**src/rtl/hash_stream_sequencer.sv**
```systemverilog
// Front end for the DES-based hash core. It accepts a multi-byte ready/valid
// message stream of unknown length and counts the bytes. It serialises the
// stream one byte per transfer to the core and appends a trailer: a marker
// byte followed by the big-endian message length. Finally it captures the
// core's digest and holds it for the consumer.
// Ports:
//   clk, rst                         clock, async active-high reset
//   s_valid/s_ready/s_data/s_keep/s_last   input beat stream (lane 0 first)
//   c_valid/c_ready/c_byte/c_first/c_last  byte stream to the core
//   c_digest/c_digest_valid          digest returned by the core
//   digest/digest_valid              captured digest for the consumer
//   msg_len/len_ovf                  byte count of the message, saturation flag
//   busy                             sequencer not idle
module hash_stream_sequencer #(
  parameter int unsigned LANES    = 4,
  parameter int unsigned LEN_W    = 64,
  parameter int unsigned DIGEST_W = 32,
  parameter logic [7:0]  PAD_MARK = 8'h80
) (
  input  logic                         clk,
  input  logic                         rst,
  input  logic                         s_valid,
  output logic                         s_ready,
  input  logic [8*LANES-1:0]           s_data,
  input  logic [$clog2(LANES+1)-1:0]   s_keep,
  input  logic                         s_last,
  output logic                         c_valid,
  input  logic                         c_ready,
  output logic [7:0]                   c_byte,
  output logic                         c_first,
  output logic                         c_last,
  input  logic [DIGEST_W-1:0]          c_digest,
  input  logic                         c_digest_valid,
  output logic [DIGEST_W-1:0]          digest,
  output logic                         digest_valid,
  output logic [LEN_W-1:0]             msg_len,
  output logic                         len_ovf,
  output logic                         busy
);

  localparam int unsigned KEEP_W = $clog2(LANES + 1);
  localparam int unsigned NB     = LEN_W / 8;
  localparam int unsigned LIDX_W = (NB > 1) ? $clog2(NB) : 1;

  localparam logic [2:0] ST_IDLE        = 3'd0;
  localparam logic [2:0] ST_DATA        = 3'd1;
  localparam logic [2:0] ST_PAD_MARK    = 3'd2;
  localparam logic [2:0] ST_PAD_LEN     = 3'd3;
  localparam logic [2:0] ST_WAIT_DIGEST = 3'd4;

  logic [2:0]          state, state_n;
  logic [8*LANES-1:0]  beat_data, beat_data_n;
  logic [KEEP_W-1:0]   beat_keep, beat_keep_n;
  logic                beat_last, beat_last_n;
  logic [KEEP_W-1:0]   byte_idx, byte_idx_n;
  logic [LIDX_W-1:0]   len_idx, len_idx_n;
  logic                in_msg, in_msg_n;
  logic                c_valid_n, c_first_n, c_last_n;
  logic [7:0]          c_byte_n;
  logic [DIGEST_W-1:0] digest_n;
  logic                digest_valid_n, len_ovf_n, busy_n;
  logic [LEN_W-1:0]    msg_len_n;

  logic                hs, last_lane, do_load, first_beat;
  logic [KEEP_W-1:0]   keep_c;

  // Byte idx of the held beat, lane 0 in the low bits.
  function automatic logic [7:0] lane_byte(input logic [8*LANES-1:0] d,
                                           input logic [KEEP_W-1:0] idx);
    int sh;
    sh = 8 * int'(idx);
    return 8'(d >> sh);
  endfunction

  // Length byte idx, most significant byte first.
  function automatic logic [7:0] len_byte(input logic [LEN_W-1:0] len,
                                          input logic [LIDX_W-1:0] idx);
    int sh;
    sh = 8 * (int'(NB) - 1 - int'(idx));
    return 8'(len >> sh);
  endfunction

  assign hs        = c_valid && c_ready;
  assign last_lane = (byte_idx == beat_keep - KEEP_W'(1));
  assign keep_c    = (s_keep > KEEP_W'(LANES)) ? KEEP_W'(LANES) : s_keep;
  // Beats with no bytes and no end-of-message carry nothing and are dropped.
  assign first_beat = !in_msg && ((keep_c != '0) || s_last);

  // Ready in IDLE, or while the final byte of a non-final beat leaves, so
  // consecutive beats stream without a bubble.
  assign s_ready = !rst && ((state == ST_IDLE) ||
                            ((state == ST_DATA) && hs && last_lane && !beat_last));

  // State register and registered outputs.
  always_ff @(posedge clk or posedge rst) begin
    if (rst) begin
      state        <= ST_IDLE;
      beat_data    <= '0;
      beat_keep    <= '0;
      beat_last    <= 1'b0;
      byte_idx     <= '0;
      len_idx      <= '0;
      in_msg       <= 1'b0;
      c_valid      <= 1'b0;
      c_byte       <= '0;
      c_first      <= 1'b0;
      c_last       <= 1'b0;
      digest       <= '0;
      digest_valid <= 1'b0;
      msg_len      <= '0;
      len_ovf      <= 1'b0;
      busy         <= 1'b0;
    end else begin
      state        <= state_n;
      beat_data    <= beat_data_n;
      beat_keep    <= beat_keep_n;
      beat_last    <= beat_last_n;
      byte_idx     <= byte_idx_n;
      len_idx      <= len_idx_n;
      in_msg       <= in_msg_n;
      c_valid      <= c_valid_n;
      c_byte       <= c_byte_n;
      c_first      <= c_first_n;
      c_last       <= c_last_n;
      digest       <= digest_n;
      digest_valid <= digest_valid_n;
      msg_len      <= msg_len_n;
      len_ovf      <= len_ovf_n;
      busy         <= busy_n;
    end
  end

  // Next-state and next-output logic.
  always_comb begin
    state_n        = state;
    beat_data_n    = beat_data;
    beat_keep_n    = beat_keep;
    beat_last_n    = beat_last;
    byte_idx_n     = byte_idx;
    len_idx_n      = len_idx;
    in_msg_n       = in_msg;
    c_valid_n      = c_valid;
    c_byte_n       = c_byte;
    c_first_n      = c_first;
    c_last_n       = c_last;
    digest_n       = digest;
    digest_valid_n = digest_valid;
    msg_len_n      = msg_len;
    len_ovf_n      = len_ovf;
    do_load        = 1'b0;

    case (state)
      ST_IDLE: begin
        do_load = s_valid;
      end
      ST_DATA: begin
        if (hs) begin
          if (&msg_len) len_ovf_n = 1'b1;
          else          msg_len_n = msg_len + LEN_W'(1);
          c_first_n = 1'b0;
          if (last_lane) begin
            if (beat_last) begin
              state_n  = ST_PAD_MARK;
              c_byte_n = PAD_MARK;
            end else if (s_valid) begin
              do_load = 1'b1;
            end else begin
              state_n   = ST_IDLE;
              c_valid_n = 1'b0;
            end
          end else begin
            byte_idx_n = byte_idx + KEEP_W'(1);
            c_byte_n   = lane_byte(beat_data, byte_idx + KEEP_W'(1));
          end
        end
      end
      ST_PAD_MARK: begin
        if (hs) begin
          state_n   = ST_PAD_LEN;
          len_idx_n = '0;
          c_byte_n  = len_byte(msg_len, '0);
          c_first_n = 1'b0;
          c_last_n  = (NB == 1);
        end
      end
      ST_PAD_LEN: begin
        if (hs) begin
          if (len_idx == LIDX_W'(NB - 1)) begin
            state_n   = ST_WAIT_DIGEST;
            c_valid_n = 1'b0;
            c_last_n  = 1'b0;
          end else begin
            len_idx_n = len_idx + LIDX_W'(1);
            c_byte_n  = len_byte(msg_len, len_idx + LIDX_W'(1));
            c_last_n  = ((len_idx + LIDX_W'(1)) == LIDX_W'(NB - 1));
          end
        end
      end
      ST_WAIT_DIGEST: begin
        if (c_digest_valid) begin
          digest_n       = c_digest;
          digest_valid_n = 1'b1;
          state_n        = ST_IDLE;
        end
      end
      default: begin
        state_n   = ST_IDLE;
        c_valid_n = 1'b0;
      end
    endcase

    // Take a new beat and present its first byte (or the marker) next cycle.
    if (do_load) begin
      beat_data_n = s_data;
      beat_keep_n = keep_c;
      beat_last_n = s_last;
      byte_idx_n  = '0;
      c_last_n    = 1'b0;
      if (first_beat) begin
        digest_valid_n = 1'b0;
        msg_len_n      = '0;
        len_ovf_n      = 1'b0;
      end
      if ((keep_c != '0) || s_last) in_msg_n = !s_last;
      if (keep_c != '0) begin
        state_n   = ST_DATA;
        c_valid_n = 1'b1;
        c_byte_n  = s_data[7:0];
        c_first_n = first_beat;
      end else if (s_last) begin
        state_n   = ST_PAD_MARK;
        c_valid_n = 1'b1;
        c_byte_n  = PAD_MARK;
        c_first_n = first_beat;
      end else begin
        state_n   = ST_IDLE;
        c_valid_n = 1'b0;
        c_first_n = 1'b0;
      end
    end

    busy_n = (state_n != ST_IDLE);
  end

endmodule

```
**config.mk**
```make
export PLATFORM = sky130hd
export DESIGN_NAME = hash_stream_sequencer
export DESIGN_NICKNAME = d
export VERILOG_FILES = /design/src/rtl/hash_stream_sequencer.sv
export SDC_FILE = /design/constraint.sdc
export NUM_CORES = 1
export LEC_CHECK = 0
export ABC_AREA = 0
export CAP_MARGIN = 20
export CORE_MARGIN = 2
export CORE_UTILIZATION = 30
export CTS_BUF_LIST = sky130_fd_sc_hd__clkbuf_16
export CTS_CLUSTER_SIZE = 16
export DETAILED_ROUTE_END_ITERATION = 6
export PLACE_DENSITY_LB_ADDON = 0.15
export SLEW_MARGIN = 20
export SYNTH_ARGS = -nofsm -noshare
export SYNTH_HDL_FRONTEND = slang
export SYNTH_SLANG_ARGS = --single-unit
```
**constraint.sdc**
```tcl
create_clock -name clk -period 8.1 [get_ports clk]
set_input_delay 0.81 -clock clk [delete_from_list [all_inputs] [get_ports clk]]
set_output_delay 0.81 -clock clk [all_outputs]
set_load 0.01 [all_outputs]
```
# Word level (Yosys, flattened, before mapping)
# Cells that the tools add are included.
# word_totals
regBits	156
mem_bits_rw	0
word_cells	142
romBits	0
output_inout_bits	111
n_memories	0
latchBits	0
# classes
n_reduce_logical	30
bitwise	0
shift	2
eq_ne	19
order_cmp	1
add_sub_neg	5
muxes	69
mul	0
div	0
# op_table
op	n
64-bit 2-to-1 mux	5
8-bit 2-to-1 mux	9
64-bit by 1-bit adder with 64-bit output (second input constant)	1
64-bit AND reduction	1
64-bit by 32-bit >> shifter with 8-bit output	1
3-bit 2-to-1 mux	17
32-bit by 6-bit >> shifter with 8-bit output	1
1-bit 2-to-1 mux	30
8-bit one-hot mux with 3 select lines	1
3-bit inequality test (second input constant)	7
3-bit one-hot mux with 5 select lines	1
3-bit equality test (second input constant)	3
3-bit nonzero test	3
2-bit nonzero test	4
7-bit AND reduction	1
3-bit by 1-bit adder with 3-bit output (second input constant)	2
3-bit by 2-bit equality test with 1-bit output (second input constant)	2
1-bit logical AND	6
2-bit inequality test (second input constant)	3
3-bit one-hot mux with 2 select lines	1
2-bit AND reduction	3
3-bit AND reduction	2
1-bit logical NOT	4
2-bit 2-to-1 mux	2
other kinds (13)	16

# Longest topological paths before layout
# Gate-level depths: netlist of the first run.
# depth
depth_word	9
depth_mapped	11
ltp_nobuf	8

# Worst setup path after synthesis of the first run
# No wires, ideal clock.
# synth_path
path_type	register to register
from	register len_idx[0]
to	register c_byte[5]
setup_ns	0.148
required_time_ns	7.952
arrival_ns	3.086
path_slack_ns	4.865
stages_incl_launch_ff	12
cell_sequence	dfrtp_1 clkbuf_1 clkbuf_1 inv_1 ha_1 clkbuf_1 buf_1 mux4_2 o21ai_0 nor2_1 a211oi_1 o311ai_0
# synth_between
elab_chain_cells	9
elab_cells_between_ends	10
# synth_lines
element	line	rtl
from (decl)	56	logic [LIDX_W-1:0] len_idx, len_idx_n;
from (signal assigned)	119	len_idx <= len_idx_n;
3-bit by 1-bit adder with 3-bit output	194	c_byte_n = len_byte(msg_len, len_idx + LIDX_W'(1));
3-bit by 3-bit subtractor with 4-bit output	79	sh = 8 * (int'(NB) - 1 - int'(idx));
64-bit by 32-bit >> shifter with 8-bit output	80	return 8'(len >> sh);
8-bit 2-to-1 mux (*)	188	if (len_idx == LIDX_W'(NB - 1)) begin
8-bit 2-to-1 mux (*)	187	if (hs) begin
8-bit one-hot mux with 3 select lines (*)	152	case (state)
8-bit 2-to-1 mux	230	end else if (s_last) begin
8-bit 2-to-1 mux	225	if (keep_c != '0) begin
8-bit 2-to-1 mux (*)	213	if (do_load) begin
named net c_byte_n[5]	59	logic [7:0] c_byte_n;
to (signal assigned)	122	c_byte <= c_byte_n;
to (decl)	29	output logic [7:0] c_byte,
# The timed path passes the listed nets; every way through them passes the cells marked *.
# A chain may end at the register's enable or synchronous reset.

# Final worst setup path of the first run
# layout_path
from	register byte_idx[0]
to	output s_ready
# layout_between
elab_chain_cells	5
# layout_lines
element	line	rtl
from (decl)	55	logic [KEEP_W-1:0] byte_idx, byte_idx_n;
from (signal assigned)	118	byte_idx <= byte_idx_n;
3-bit equality test	84	assign last_lane = (byte_idx == beat_keep - KEEP_W'(1));
1-bit logical AND (2 in series)	92	((state == ST_DATA) && hs && last_lane && !beat_last));
1-bit logical OR	91	assign s_ready = !rst && ((state == ST_IDLE) ||
1-bit logical AND	91	
to (decl)	23	output logic s_ready,
# Every way passes these cells.

==> results of run 1 <==
[through the flow]
step / area (um^2) / power, W / utilization [%] / setup slack (ns)
after floorplan: 8440 / 0.00161 / - / 3.08
after global placement: 10600 / 0.00193 / 38.3 / 4.56
after detailed placement: 10600 / 0.00194 / 38.3 / 4.43
after CTS: 11200 / 0.00278 / 40.5 / 4.44
after global routing: 11300 / 0.00291 / 40.5 / 4.30
final: 11300 / 0.00274 / 40.5 / 4.51
[metal layers]
layer,GRT usage (%),up-vias,part of all wire [%]
li1,-,3515,-
met5,0,-,0
met3,5.02,36,7.2
met1,27.6,3822,46
met4,5.52,0,1.5
met2,29.6,279,45
[cells by family after synthesis]
group | after synthesis | synth area share (%)
xor gates and xnor gates | 27 | 2.98
adders and majority gates | 6 | 0.889
DFF | 156 | 46.2
AOI/OAI and AO/OA | 146 | 10.7
muxes | 65 | 11.8
and+or+nand+nor | 404 | 24.5
buffers and inverters | 62 | 2.93
[worst max-delay path, cell delays in order, from the launching register on]
cell and delay [ns]:
dfrtp_1 0.78, xnor2_1 0.21, o41a_1 0.55, nor4_1 0.21, clkdlybuf4s50_1 0.59
[power breakdown]
part / leakage (nW) / internal, W / switching (W) / total (W)
combinational: 2.12 / 0.000397 / 0.000428 / 0.000825
clock: 0.298 / 0.000421 / 0.000407 / 0.000827
sequential: 2.07 / 0.000927 / 0.000162 / 0.00109
[layout by cell type (no fill, tap or decap), types with 13 or more instances in the layout]
master           count
a21oi_1             44
nor3_1              16
mux2_2              33
nor4_1              14
dfrtp_1            156
clkbuf_16           17
nand3_1             35
nor2_1              50
clkdlybuf4s50_1    183
or3_1               33
inv_1               13
and3_1              17
or4_1               15
nand2_1            157
o21ai_0             45
nand4_1             23
xnor2_1             19
mux4_2              24
[how the worst max path moves through the flow]
stage	endpoint	from	slack (ns)
after detailed placement	msg_len[57]	c_ready	4.43
after CTS	s_ready	byte_idx[0]	4.44
after global routing	s_ready	byte_idx[0]	4.30
after floorplan	beat_data[0]	rst	3.08
after global placement	msg_len[57]	c_ready	4.56
final	s_ready	byte_idx[0]	4.51
[layout make-up]
class                      count  area [um^2]  area share (%)
multi-input combinational    648         4320            38.4
sequential                   156         3900            34.7
clock inverter                15          191            1.70
tap                          378          473            4.20
clock buffer                  17          425            3.78
inverter                      14         57.6           0.511
timing repair buffer         190         1880            16.7
[sequential cells by signal (all words and copies together), names as in the netlist, 3 cells and up]
register   flops
byte_idx       3
beat_data     32
len_idx        3
c_byte         8
msg_len       64
beat_keep      3
digest        32
state          3
==> flow_metrics.env, run 1 <==
export IMPL_status="finished, final reports clean"
export IMPL_reg2reg_from="len_idx[0]"
export IMPL_routabilityCongestion=0.855
export IMPL_power_density_mw_per_mm2=243
export IMPL_postCtsHoldBufs=0
export IMPL_yosysWarnings=0
export IMPL_diodes=0
export IMPL_grt_pass1_vias=7579
export IMPL_critPathMaxFanout=11
export IMPL_grt_max_degree=86
export IMPL_fmax_mhz=278
export IMPL_clock_skew_final_ns=0.0155
export IMPL_min_period_ns=3.59
export IMPL_synth_top_cell_area_share_pct=46.2
export IMPL_fin_cells=1418
export IMPL_tightest_slew_ns=1.02
export IMPL_synth_commonest_cells="157 x nand2_1, 156 x dfrtp_1, 51 x nor2_1, 45 x o21ai_0, 44 x a21oi_1"
export IMPL_yosys_top_cells_area="dfrtp_1 46%, nand2_1 7.0%, mux4_2 6.4%"
export IMPL_areaGrowthSynthToFinish_pct=33.4
export IMPL_core_area_mm2=0.0278
export IMPL_p_leak_nw=4.49
export IMPL_min_from="beat_data[30]"
export IMPL_drive_above_1_share_pct=11.4
export IMPL_grt_overflow=0
export IMPL_async_reset_ff_share_pct=100
export IMPL_initial_utilization_pct=30.4
export IMPL_r2r_setup_slack_ns=4.78
export IMPL_worst_r2r_path_depth=6
export IMPL_cts_buffers=17
export IMPL_clock_latency_ns=0.45
export IMPL_seq_area_frac_synth_pct=46.2
export IMPL_synth_top_area_cell="dfrtp_1"
export IMPL_dp_cells=1386
export IMPL_first_pass_iters=5
export IMPL_synth_edf_count=0
export IMPL_ys_types=66
export IMPL_ys_seq_elements=156
export IMPL_setup_viol=0
export IMPL_rsz0062_at_grt="no"
export IMPL_io_pins=184
export IMPL_yosysMostFrequentCell="nand2_1"
export IMPL_hold_path_class="reg -> reg"
export IMPL_ys_flop_type="dfrtp_1"
export IMPL_period_share_pct=44.4
export IMPL_num_vias=7652
export IMPL_htreeDepth=4
export IMPL_netlist_area_mm2=0.00844
export IMPL_die_h_um=172
export IMPL_drc=0
export IMPL_wl_per_cell_um=19.6
export IMPL_cts_tree="done"
export IMPL_relSlewSlack_pct=32.0
export IMPL_cts_resized=0
export IMPL_drv_slew=0
export IMPL_crit_path_end_kind="output pin"
export IMPL_synth_avg_cell_area_um2=9.75
export IMPL_holdPathStages=2
export IMPL_row_count=61
export IMPL_clkTransAtPathRegs_ns=0.08
export IMPL_syn_inst=866
export IMPL_grt_use_total_pct=19.5
export IMPL_nFillCells=2806
export IMPL_syn_nets=945
export IMPL_fp_dieArea_mm2=0.0295
export IMPL_max_cap_viol_count=0
export IMPL_clock_path_buffers=2
export IMPL_grt_antenna_before_repair=0
export IMPL_critPathRequiredTime_ns=7.29
export IMPL_hpwl_um=20100
export IMPL_fin_tns_setup_ns=0
export IMPL_io_buffers=183
export IMPL_cp_arrival_ns=2.78
export IMPL_ir_drop_uv=110
export IMPL_grt_pass1_wl_um=44300
export IMPL_hold_end="beat_data[30]"
export IMPL_hold_violations=0
export IMPL_die_w_um=172
export IMPL_wirelength_um=27800
export IMPL_post_cts_buffers=0
export IMPL_path_class="reg -> out"
export IMPL_final_net_count=1106
export IMPL_viasPerCell=5.40
export IMPL_reg2reg_to="c_byte[7]"
export IMPL_ant_nets=0
export IMPL_first_iter_violations=477
export IMPL_clock_root_buffer="clkbuf_16"
export IMPL_whs_ns=0.475
export IMPL_cts_sinks=156
export IMPL_start_kind="flip-flop"
(Power assumes the default switching activity.)
==> run 2, diff against run 1 <==
clock period = 3.6 ns   (was 8.1 ns; I/O delays follow)
==> run 2 against run 1 <==
Design area grew 1.4%. Critical path depth grew 2. Flip-flop and latch count is the same. Core utilization grew 0.56 points. Die area is the same. Power grew 130%. Critical path type unchanged. Via count shrank 0.38%. Highest routed layer unchanged.
==> flow_metrics.env, run 2 (same netlist as run 1, synthesis figures left out) <==
export IMPL_fp_dieArea_mm2=0.0295
export IMPL_mostFrequentLayoutCell="clkdlybuf4s50_1"
export IMPL_initial_utilization_pct=30.4
export IMPL_wirelength_um=28300
export IMPL_drc=0
export IMPL_ff_latch_area_mm2=0.00390
export IMPL_die_w_um=172
export IMPL_critPathRequiredTime_ns=3.24
export IMPL_core_area_mm2=0.0278
export IMPL_relSlewSlack_pct=50.2
export IMPL_grt_overflow=0
export IMPL_worstPathCellList="inv_1, ha_1, xnor2_1, o41a_1, nor4_1, clkdlybuf4s50_1"
export IMPL_cts_buffers=17
export IMPL_grt_pass1_wl_um=44400
export IMPL_crit_path_end_kind="output pin"
export IMPL_row_count=61
export IMPL_start_kind="flip-flop"
export IMPL_worst_r2r_path_depth=7
export IMPL_worstPathBufferInverterCount=2
export IMPL_grt_antenna_before_repair=0
export IMPL_cts_tree="done"
export IMPL_reg2reg_to="msg_len[57]"
export IMPL_seqPwrFrac_pct=37.7
export IMPL_finalCoreUtilization_pct=41.1
export IMPL_die_h_um=172
export IMPL_clkPwrFrac_pct=30.0
export IMPL_setup_viol=0
export IMPL_multiInputGateArea_mm2=0.00432
export IMPL_period_share_pct=85.4
export IMPL_largest_reg_flops=64
export IMPL_viasPerCell=5.31
export IMPL_hold_path_class="in -> async"
export IMPL_clock_root_buffer="clkbuf_16"
export IMPL_power_frac_comb_pct=32.4
export IMPL_min_period_ns=3.08
export IMPL_crit_cells=6
export IMPL_ant_nets=0
export IMPL_netSwitchingFraction_pct=36.6
export IMPL_grt_pass1_vias=7568
export IMPL_tightest_slew_ns=0.747
export IMPL_clkTransAtPathRegs_ns=0.08
export IMPL_r2r_setup_slack_ns=0.76
export IMPL_fmax_mhz=325
export IMPL_cpPeakStageDelay_ns=0.60
export IMPL_largestRegisters="msg_len: 64 flops, beat_data: 32 flops, digest: 32 flops"
export IMPL_wl_per_cell_um=19.7
export IMPL_drv_slew=0
export IMPL_regMostFlops="msg_len"
export IMPL_areaGrowthSynthToFinish_pct=35.2
export IMPL_clock_skew_final_ns=0.0143
export IMPL_grt_use_total_pct=19.6
export IMPL_p_leak_nw=4.58
export IMPL_fin_tns_setup_ns=0
export IMPL_postCtsHoldBufs=0
export IMPL_final_cell_mix="183 x clkdlybuf4s50_1, 157 x nand2_1, 156 x dfrtp_1"
export IMPL_crit_family="buffers and inverters"
export IMPL_hold_violations=0
export IMPL_p_int_w=0.00398
export IMPL_nFillCells=2774
export IMPL_whs_ns=0.328
export IMPL_first_pass_iters=5
export IMPL_crit_path_end="s_ready"
export IMPL_critPathMaxFanout=5
export IMPL_cp_arrival_ns=2.72
export IMPL_power_density_mw_per_mm2=550
export IMPL_path_class="reg -> out"
export IMPL_routabilityCongestion=0.913
export IMPL_rsz0062_at_grt="no"
export IMPL_htreeDepth=4
export IMPL_hpwl_um=20800
export IMPL_clock_latency_ns=0.44
export IMPL_first_iter_violations=468
export IMPL_num_vias=7623
export IMPL_status="finished, final reports clean"
export IMPL_io_pins=184
export IMPL_switchingPower_w=0.00230
export IMPL_post_cts_buffers=0
export IMPL_clock_path_buffers=2
export IMPL_grt_max_degree=65
export IMPL_cp_startpoint="beat_keep[0]"
export IMPL_drive_above_1_share_pct=12.9
export IMPL_diodes=0
export IMPL_reg2reg_from="msg_len[31]"
export IMPL_critPathSlowestCell="clkdlybuf4s50_1"
export IMPL_cts_sinks=156
export IMPL_cts_resized=0
export IMPL_max_cap_viol_count=0
export IMPL_io_buffers=183
export IMPL_power_total_w=0.00628
export IMPL_final_net_count=1123
export IMPL_ir_drop_uv=288
-- run 2: cell types whose count changed in the layout (fill, tap and decap cells not counted), sizes merged --
cell,previous run,this run
buf,7,24
clkinv,8,7
clkinvlp,0,1
-- run 2: final cells by class --
| type | count | area share [%] |
|---|---|---|
| multi-input combinational | 648 | 37.8 |
| sequential | 156 | 34.2 |
| timing repair buffer | 207 | 18.0 |
| tap | 378 | 4.14 |
| clock buffer | 17 | 3.73 |
| clock inverter | 15 | 1.65 |
| inverter | 14 | 0.493 |
-- run 2: worst min path at each step --
stage	startpoint	end	depth (start not counted)
CTS	rst	msg_len[24]	2
detailed placement	beat_data[16]	beat_data[16]	2
floorplan	beat_data[24]	beat_data[24]	2
global placement	beat_data[7]	beat_data[7]	2
global route	rst	c_valid	2
finish	rst	c_valid	2
-- run 2: through the flow --
| step | worst slack [ns] | area [um^2] | instances |
|---|---|---|---|
| finish | 0.524 | 11400 | 1435 |
| global route | 0.427 | 11400 | 1435 |
| CTS | 0.507 | 11400 | 1435 |
| detailed placement | 0.623 | 10800 | 1403 |
| global placement | 0.606 | 10800 | 1403 |
| floorplan | 0.365 | 8450 | 866 |
-- run 2: power by group through the flow --
stage,sequential [W],clock [W],combinational (W)
3_5_place_dp,0.00239,0,0.00204
4_1_cts,0.00236,0.00191,0.00206
3_3_place_gp,0.00239,0,0.00202
6_report,0.00236,0.00188,0.00203
5_1_grt,0.00241,0.00199,0.00224
2_1_floorplan,0.00234,0,0.00130
-- run 2: per-layer routing --
| metal | part of all wire, % | global-route usage, % | vias up | wire [um] |
|---|---|---|---|---|
| met3 | 6.9 | 4.81 | 26 | 1960 |
| met5 | 0 | 0 | - | 0 |
| met4 | 1.3 | 4.68 | 0 | 369 |
| met2 | 46 | 30.8 | 261 | 13100 |
| li1 | - | - | 3529 | - |
| met1 | 45 | 27.3 | 3807 | 12800 |
-- run 2: worst register-to-register path: cells and delay by family (launching register included) --
kind	cells	cell delay, ns
AND/OR/NAND/NOR	4	1.75
flip-flops	1	0.49
AO/OA/AOI/OAI	2	0.31
buffers and inverters	1	0.23
==> run 3, diff against run 2 <==
CORE_UTILIZATION = 51   (was 30)
==> run 3 against run 2 <==
Core utilization is 27 points higher. Via count rose by 1.2%. Clock power hardly changed. Critical path type unchanged.
==> flow_metrics.env, run 3 (same netlist as run 1, synthesis figures left out) <==
export IMPL_status="finished, final reports clean"
export IMPL_die_w_um=133
export IMPL_cts_tree="done"
export IMPL_initial_utilization_pct=51.5
export IMPL_critPathMaxFanout=11
export IMPL_cts_resized=0
export IMPL_largestRegisters="msg_len: 64 flops, beat_data: 32 flops, digest: 32 flops"
export IMPL_largest_reg_flops=64
export IMPL_die_h_um=133
export IMPL_dp_cells=1242
export IMPL_min_period_ns=3.11
export IMPL_whs_ns=0.440
export IMPL_cp_arrival_ns=2.75
export IMPL_hpwl_um=18500
export IMPL_clock_latency_ns=0.44
export IMPL_fin_cells=1274
export IMPL_clkPwrFrac_pct=30.0
export IMPL_hold_path_class="in -> reg"
export IMPL_final_cell_mix="183 x clkdlybuf4s50_1, 157 x nand2_1, 156 x dfrtp_1"
export IMPL_holdPathStages=3
export IMPL_mostFrequentLayoutCell="clkdlybuf4s50_1"
export IMPL_fin_tns_setup_ns=0
export IMPL_period_share_pct=86.5
export IMPL_first_iter_violations=757
export IMPL_grt_use_total_pct=30.0
export IMPL_netSwitchingFraction_pct=34.7
export IMPL_tightest_slew_ns=0.919
export IMPL_p_leak_nw=4.57
export IMPL_r2r_setup_slack_ns=0.71
export IMPL_grt_pass1_wl_um=41600
export IMPL_ir_drop_uv=350
export IMPL_relSlewSlack_pct=38.2
export IMPL_row_count=47
export IMPL_grt_max_degree=157
export IMPL_hold_end="beat_data[31]"
export IMPL_grt_pass1_vias=7654
export IMPL_post_cts_buffers=0
export IMPL_clock_root_buffer="clkbuf_16"
export IMPL_io_buffers=183
export IMPL_areaGrowthSynthToFinish_pct=32.4
export IMPL_wl_per_cell_um=20.1
export IMPL_grt_overflow=0
export IMPL_drive_above_1_share_pct=12.5
export IMPL_clock_path_buffers=2
export IMPL_num_vias=7715
export IMPL_reg2reg_to="msg_len[60]"
export IMPL_io_pins=184
export IMPL_drc=0
export IMPL_fp_dieArea_mm2=0.0176
export IMPL_worst_r2r_path_depth=6
export IMPL_reg2reg_from="msg_len[13]"
export IMPL_multiInputGateArea_mm2=0.00432
export IMPL_seqPwrFrac_pct=38.3
export IMPL_critPathRequiredTime_ns=3.24
export IMPL_regMostFlops="msg_len"
export IMPL_core_area_mm2=0.0164
export IMPL_postCtsHoldBufs=0
export IMPL_first_pass_iters=5
export IMPL_cts_sinks=156
export IMPL_crit_path_end_kind="output pin"
export IMPL_diodes=0
export IMPL_max_cap_viol_count=0
export IMPL_fmax_mhz=321
export IMPL_wirelength_um=25700
export IMPL_path_class="reg -> out"
export IMPL_htreeDepth=4
export IMPL_hold_violations=0
export IMPL_routabilityCongestion=0.928
export IMPL_nFillCells=1314
export IMPL_viasPerCell=6.06
export IMPL_min_from="s_data[31]"
export IMPL_rsz0062_at_grt="no"
export IMPL_drv_slew=0
export IMPL_ant_nets=0
export IMPL_power_density_mw_per_mm2=558
export IMPL_ff_latch_area_mm2=0.00390
export IMPL_start_kind="flip-flop"
export IMPL_power_frac_comb_pct=31.7
export IMPL_grt_antenna_before_repair=0
export IMPL_final_net_count=1120
export IMPL_setup_viol=0
export IMPL_p_int_w=0.00408
export IMPL_switchingPower_w=0.00216
export IMPL_clock_skew_final_ns=0.0119
export IMPL_clkTransAtPathRegs_ns=0.07
export IMPL_cts_buffers=17
==> run 3: cell types whose count changed in the layout (fill, tap and decap cells not counted), sizes merged <==
cell | before | now
buf | 24 | 21
bufinv | 0 | 2
clkinv | 7 | 2
clkinvlp | 1 | 2
inv | 21 | 23
==> run 3: metal layers <==
layer / share of wire [%] / vias up / track usage (%)
met2: 47 / 355 / 45.8
met4: 1.8 / 0 / 8.78
met5: 0 / - / 0
li1: - / 3535 / -
met3: 8.6 / 32 / 7.59
met1: 43 / 3793 / 42.8
==> run 3: area by class of cell <==
cell class / instances / share of cell area (%)
multi-input cells: 648 / 38.7
flip-flops and latches: 156 / 34.9
well taps: 220 / 2.46
inverters: 14 / 0.504
repair buffers: 204 / 18.0
clock inverters: 15 / 1.58
clock buffers: 17 / 3.81
==> run 3: per-stage QoR <==
stage | power (W) | worst slack, ns | area, um^2 | util [%]
floorplan | 0.00363 | 0.365 | 8450 | -
global placement | 0.00435 | 0.613 | 10600 | 64.4
detailed placement | 0.00439 | 0.520 | 10600 | 64.4
CTS | 0.00626 | 0.438 | 11200 | 68.1
global route | 0.00656 | 0.262 | 11200 | 68.1
finish | 0.00624 | 0.488 | 11200 | 68.1
==> run 3: worst max path at each step <==
stage | from | end | slack [ns] | cells after the start
after floorplan | len_idx[0] | c_byte[5] | 0.37 | 11
after global placement | c_ready | msg_len[57] | 0.61 | 7
after detailed placement | c_ready | msg_len[57] | 0.52 | 7
after CTS | byte_idx[0] | s_ready | 0.44 | 4
after global routing | byte_idx[0] | s_ready | 0.26 | 4
final | byte_idx[0] | s_ready | 0.49 | 4
==> run 3: power by group through the flow <==
stage | Combinational, W | Sequential [W] | Clock, W
floorplan | 0.00130 | 0.00234 | 0
global placement | 0.00195 | 0.00240 | 0
detailed placement | 0.00198 | 0.00241 | 0
CTS | 0.00199 | 0.00238 | 0.00189
global route | 0.00217 | 0.00243 | 0.00196
finish | 0.00198 | 0.00239 | 0.00187
==> run 3: critical path, stage by stage, from the launching register on <==
cell and delay, ns:
dfrtp_1 0.76, xnor2_1 0.21, o41a_1 0.55, nor4_1 0.20
clkdlybuf4s50_1 0.59
